<file path="src/rtl/lcd_bus_monitor.sv">
// Passive HD44780-style character-LCD bus receiver that keeps a 2x16 shadow of the display RAM.
// States: S_IDLE | decode strobes ; S_CLEAR | fill buffer with CLEAR_CHAR, one entry per cycle
module lcd_bus_monitor #(
    parameter int          SYNC_STAGES = 2,
    parameter logic [7:0]  CLEAR_CHAR  = 8'h20,
    parameter int          CNT_W       = 16
) (
    input  logic             clk,
    input  logic             resetn,
    input  logic             LCD_ON,
    input  logic             LCD_RS,
    input  logic             LCD_EN,
    input  logic             LCD_RW,
    input  logic [7:0]       LCD_DATA,
    input  logic [4:0]       rd_addr,
    output logic [7:0]       rd_char,
    output logic [4:0]       cursor,
    output logic             display_on,
    output logic             inc_mode,
    output logic             busy,
    output logic             overrun,
    output logic             bad_cmd,
    output logic [CNT_W-1:0] write_count
);

    typedef enum logic {
        S_IDLE  = 1'b0,
        S_CLEAR = 1'b1
    } state_t;

    localparam int BUS_W = 12;

    logic [BUS_W-1:0] bus_pin;
    logic [BUS_W-1:0] sync_q [SYNC_STAGES];
    logic [BUS_W-1:0] bus_s;
    logic             on_s, rw_s, rs_s, en_s;
    logic [7:0]       data_s;
    logic             en_prev_q;
    logic             stb_d;
    logic             stb_q;
    logic             stb_rs_q;
    logic [7:0]       stb_data_q;

    state_t           state_q;
    logic [4:0]       fill_q;
    logic [4:0]       cursor_q;
    logic             disp_q;
    logic             inc_q;
    logic             busy_q;
    logic             ovr_q;
    logic             bad_q;
    logic             cgram_q;
    logic [CNT_W-1:0] wcnt_q;

    logic [7:0]       mem_q [32];
    logic [7:0]       rd_char_q;
    logic             we;
    logic [4:0]       waddr;
    logic [7:0]       wdata;
    logic [6:0]       ddram_a;

    assign bus_pin = {LCD_ON, LCD_RW, LCD_RS, LCD_EN, LCD_DATA};

    always_ff @(posedge clk or negedge resetn) begin
        if (!resetn) begin
            for (int i = 0; i < SYNC_STAGES; i++) begin
                sync_q[i] <= '0;
            end
        end else begin
            sync_q[0] <= bus_pin;
            for (int i = 1; i < SYNC_STAGES; i++) begin
                sync_q[i] <= sync_q[i-1];
            end
        end
    end

    assign bus_s  = sync_q[SYNC_STAGES-1];
    assign on_s   = bus_s[11];
    assign rw_s   = bus_s[10];
    assign rs_s   = bus_s[9];
    assign en_s   = bus_s[8];
    assign data_s = bus_s[7:0];

    // RS and DATA come from the same stage as the EN fall, so they are the values held at the strobe
    assign stb_d = en_prev_q & ~en_s & ~rw_s & on_s;

    always_ff @(posedge clk or negedge resetn) begin
        if (!resetn) begin
            en_prev_q  <= 1'b0;
            stb_q      <= 1'b0;
            stb_rs_q   <= 1'b0;
            stb_data_q <= 8'h00;
        end else begin
            en_prev_q  <= en_s;
            stb_q      <= stb_d;
            stb_rs_q   <= rs_s;
            stb_data_q <= data_s;
        end
    end

    assign ddram_a = stb_data_q[6:0];

    always_ff @(posedge clk or negedge resetn) begin
        if (!resetn) begin
            state_q  <= S_CLEAR;
            fill_q   <= 5'd0;
            cursor_q <= 5'd0;
            disp_q   <= 1'b0;
            inc_q    <= 1'b1;
            busy_q   <= 1'b1;
            ovr_q    <= 1'b0;
            bad_q    <= 1'b0;
            cgram_q  <= 1'b0;
            wcnt_q   <= '0;
        end else begin
            case (state_q)
                S_CLEAR: begin
                    fill_q <= fill_q + 5'd1;
                    if (fill_q == 5'd31) begin
                        state_q <= S_IDLE;
                        busy_q  <= 1'b0;
                    end
                    if (stb_q) begin
                        ovr_q <= 1'b1;
                    end
                end
                default: begin
                    if (stb_q && stb_rs_q) begin
                        // CGRAM pattern writes are not mirrored and do not move the cursor
                        if (!cgram_q) begin
                            cursor_q <= inc_q ? cursor_q + 5'd1 : cursor_q - 5'd1;
                            if (wcnt_q != '1) begin
                                wcnt_q <= wcnt_q + CNT_W'(1);
                            end
                        end
                    end else if (stb_q) begin
                        casez (stb_data_q)
                            8'b1???????: begin
                                cgram_q <= 1'b0;
                                if (ddram_a[6:4] == 3'b000) begin
                                    cursor_q <= {1'b0, ddram_a[3:0]};
                                end else if (ddram_a[6:4] == 3'b100) begin
                                    cursor_q <= {1'b1, ddram_a[3:0]};
                                end else begin
                                    bad_q <= 1'b1;
                                end
                            end
                            8'b01??????: begin
                                cgram_q <= 1'b1;
                            end
                            8'b001?????: begin
                            end
                            8'b0001????: begin
                                if (stb_data_q[3]) begin
                                    bad_q <= 1'b1;
                                end else begin
                                    cursor_q <= stb_data_q[2] ? cursor_q + 5'd1 : cursor_q - 5'd1;
                                end
                            end
                            8'b00001???: begin
                                disp_q <= stb_data_q[2];
                            end
                            8'b000001??: begin
                                inc_q <= stb_data_q[1];
                                if (stb_data_q[0]) begin
                                    bad_q <= 1'b1;
                                end
                            end
                            8'b0000001?: begin
                                cursor_q <= 5'd0;
                            end
                            8'b00000001: begin
                                state_q  <= S_CLEAR;
                                busy_q   <= 1'b1;
                                fill_q   <= 5'd0;
                                cursor_q <= 5'd0;
                                inc_q    <= 1'b1;
                                cgram_q  <= 1'b0;
                            end
                            default: begin
                                bad_q <= 1'b1;
                            end
                        endcase
                    end
                end
            endcase
        end
    end

    always_comb begin
        we    = 1'b0;
        waddr = cursor_q;
        wdata = stb_data_q;
        if (state_q == S_CLEAR) begin
            we    = 1'b1;
            waddr = fill_q;
            wdata = CLEAR_CHAR;
        end else if (stb_q && stb_rs_q && !cgram_q) begin
            we = 1'b1;
        end
    end

    always_ff @(posedge clk) begin
        if (we) begin
            mem_q[waddr] <= wdata;
        end
    end

    // Read sees the pre-write contents when it collides with a write to the same index
    always_ff @(posedge clk or negedge resetn) begin
        if (!resetn) begin
            rd_char_q <= 8'h00;
        end else begin
            rd_char_q <= mem_q[rd_addr];
        end
    end

    assign rd_char     = rd_char_q;
    assign cursor      = cursor_q;
    assign display_on  = disp_q;
    assign inc_mode    = inc_q;
    assign busy        = busy_q;
    assign overrun     = ovr_q;
    assign bad_cmd     = bad_q;
    assign write_count = wcnt_q;

endmodule

</file>
<file path="config.mk">
export PLATFORM = sky130hd
export DESIGN_NAME = lcd_bus_monitor
export DESIGN_NICKNAME = d
export VERILOG_FILES = /design/src/rtl/lcd_bus_monitor.sv
export SDC_FILE = /design/constraint.sdc
export NUM_CORES = 1
export LEC_CHECK = 0
export ABC_AREA = 1
export CAP_MARGIN = 20
export CORE_MARGIN = 1.5
export CORE_UTILIZATION = 63
export DETAILED_ROUTE_END_ITERATION = 10
export PLACE_DENSITY_LB_ADDON = 0.2
export SLEW_MARGIN = 20
export SYNTH_ARGS = -nofsm -noshare
export SYNTH_HDL_FRONTEND = slang
export SYNTH_SLANG_ARGS = --single-unit
export TNS_END_PERCENT = 1
</file>
<file path="constraint.sdc">
create_clock -name clk -period 4.2 [get_ports clk]
set_input_delay 0.84 -clock clk [delete_from_list [all_inputs] [get_ports clk]]
set_output_delay 0.84 -clock clk [all_outputs]
set_load 0.005 [all_outputs]
</file>
==> metrics.csv <==
stage,metric,value,unit
run_status,status,completed,
floorplanning,fp.dieW,151,um
sta,finalSetupTns,0,ns
cts,cts_root_buf,clkbuf_16,
logic_synthesis,synthDistinctLibCells,38,
finish,antenna_cells,0,
global_route,gr-usage-all-layers,28.7,%
sta,slew_headroom,31.9,%
placement,gp_congestion,0.918,
power_and_ir_drop,leakagePower,5.95,nW
finish,layout_common_cells,"nand2_1, edfxtp_1, nand3_1, dfrtp_1, nor2_1",
cts,clkTransAtPathRegs,0.06,ns
cts,clock_sinks,332,
cts,post_cts_resized,0,
power_and_ir_drop,pwr_density_cell,467,nW/um^2
setup_path,path_max_fanout,24,
setup_path,crit_family,simple AND/OR/NAND/NOR gates,
sta,clock.fmax,315,MHz
detailed_routing,wirelength,31.2,mm
logic_synthesis,synth_top_area_cell,edfxtp_1,
setup_path,worst-path-buf-inv,1,
setup_path,startpoint_type,flip-flop,
cts,clkLatencyLatePin,0.51,ns
logic_synthesis,synthesis.nets,1285,
finish,syn2layout_area_growth,13.5,%
setup_path,path_class,reg2reg,
flow_run,maxCapViolCount,0,
logic_synthesis,syn_inst,1261,
floorplanning,dieArea,22700,um^2
logic_synthesis,ys_ff_latch,332,
global_route,grt_first_pass_wirelength,48.6,mm
sta,fin_skew,0.0183,ns
sta,rsz0062_at_grt,no,
cts,cts_tree,built,
global_route,grt_max_degree,126,
floorplanning,start_util,64.7,%
sta,finalSetupViolations,0,
detailed_routing,vias,9575,
detailed_routing,avgRoutedWirePerCell,19.5,um
finish,drive_gt1_share,7.24,%
logic_synthesis,synth_area,13700,um^2
logic_synthesis,yosysWarnings,0,
logic_synthesis,yosysSeqAreaShare,69.9,%
global_route,gr-total-overflow,0,
sta,drv_slew,0,
setup_path,cp_slowest_cell,dfstp_2,
floorplanning,die_h,151,um
cts,post-cts-setup-buffers,0,
logic_synthesis,netlist.area_leader.share,56.0,%
setup_path,cp_cell_sequence,inv_1 > o21ai_1 > nand3_1 > nor2_1,
detailed_routing,drc,0,
placement,hpwl,18.9,mm
placement,portBuffers,52,
sta,fin_crit_sh,75.6,%
setup_path,critPathRequiredTime,4.33,ns
finish,nets,1324,
floorplanning,ioPinCount,53,
floorplanning,rows,53,
power_and_ir_drop,vdd_drop_max,0.000353,V
finish,layout_commonest_cell,nand2_1,
cts,cts_hold_buf,0,
detailed_routing,via_per_inst,5.98,
setup_path,critPathCaptureType,flip-flop,
sta,hold_ws,0.346,ns
setup_path,max_stage_delay,0.94,ns
logic_synthesis,syn_avg_cell_area,10.9,um^2
global_route,antenna_found_initial,0,
sta,min_period,3.17,ns
setup_path,worstPathArrival,3.31,ns
cts,clk_path_buf_depth,3,
cts,h-tree-depth,2,
detailed_routing,drt_iter0_drc,1091,
sta,max_slew.worst_pin.slew,1.02,ns
floorplanning,core-area,21200,um^2
hold_path,min_path_type,reg2reg,
sta,hold_viol_final,0,
detailed_routing,dr.pass1.iters,5,
detailed_routing,ant_nets,0,
cts,cts-buffers-inserted,34,
logic_synthesis,netlist_top_cells_area,"edfxtp_1, dfrtp_1, nand2_1",
global_route,first_global_vias,9283,
## cells in the mapped netlist
library cell  count
o21ai_0          22
dfrtp_1          73
and2_4            1
o21ai_1          12
xnor2_1           2
nand3b_1          1
dfstp_2           3
nand4_1           5
nand2_1         404
xor2_1            8
o21ai_2           6
o211ai_1          1
o2bb2ai_1         1
buf_1             9
inv_1            51
nor4_1            2
or2_2             1
ha_1              5
nand3_2           1
nand2_4           1
inv_2             6
nand3_1         230
nor2_2            4
inv_4             1
buf_2            36
buf_4             1
o22ai_1           1
buf_6             1
nor2_1           67
a21oi_1          26
o21bai_1          1
edfxtp_1        256
clkbuf_1         10
mux2i_1           1
a31oi_1           1
nor3_1            8
nor3_2            1
nand3_4           1
## where the power goes
part	switching [W]	internal, W
clock	0.00120	0.00182
sequential	0.0000690	0.00360
combinational	0.000395	0.000200
total	0.00166	0.00562
## metal layers
metal | vias up | GRT usage [%] | share of wire [%]
met1 | 4521 | 39.2 | 39
li1 | 4399 | - | -
met4 | 0 | 12.4 | 3.6
met3 | 93 | 4.42 | 9.5
met2 | 562 | 46.4 | 48
met5 | - | 0 | 0
## sequential cells by signal, indices dropped and copies added (netlist names), 5 cells and up
name         flops
stb_data_q       8
fill_q           5
mem_q          256
cursor           5
write_count     16
sync_q          12
bus_s           12
rd_char          8
## final timing paths
check | startpoint | to | slack (ns) | cells past startpoint
max | state_q | mem_q[26][0] | 1.03 | 4
min | bus_s[9] | stb_rs_q | 0.35 | 0
max reg2reg | state_q | mem_q[26][0] | 1.03 | 4
min reg2reg | bus_s[9] | stb_rs_q | 0.35 | 0
max in group asynchronous | resetn | rd_char[5] | 3.11 | 1
min in group asynchronous | resetn | sync_q[12] | 0.48 | 1
## final cells by class
cell class,instances,area (um^2)
clock buffers,55,1070
multi-input cells,814,3700
repair buffers,60,583
fillers,1454,5640
flip-flops and latches,332,9590
inverters,58,221
well taps,275,344
clock inverters,7,68.8
## through the flow
stage | setup WS, ns | cell area, um^2 | util (%) | power [W] | cells
floorplan | 2.22 | 13700 | - | 0.00407 | 1261
global placement | 1.22 | 14400 | 68.1 | 0.00431 | 1539
detailed placement | 1.13 | 14400 | 68.1 | 0.00433 | 1539
CTS | 1.09 | 15600 | 73.4 | 0.00731 | 1601
global route | 0.863 | 15600 | 73.4 | 0.00750 | 1601
finish | 1.03 | 15600 | 73.4 | 0.00728 | 1601
## kinds of logic (layout without fill, tap and decap cells)
logic type / Yosys count / count (layout) / synth area share [%]
compound gates: 71 / 71 / 2.83
buf+inv: 115 / 180 / 3.57
mux: 1 / 1 / 0.0729
fa+ha+maj: 5 / 5 / 0.456
xor+xnor: 10 / 10 / 0.638
simple gates: 727 / 727 / 22.6
flops: 332 / 332 / 69.9
(Power assumes the default switching activity.)
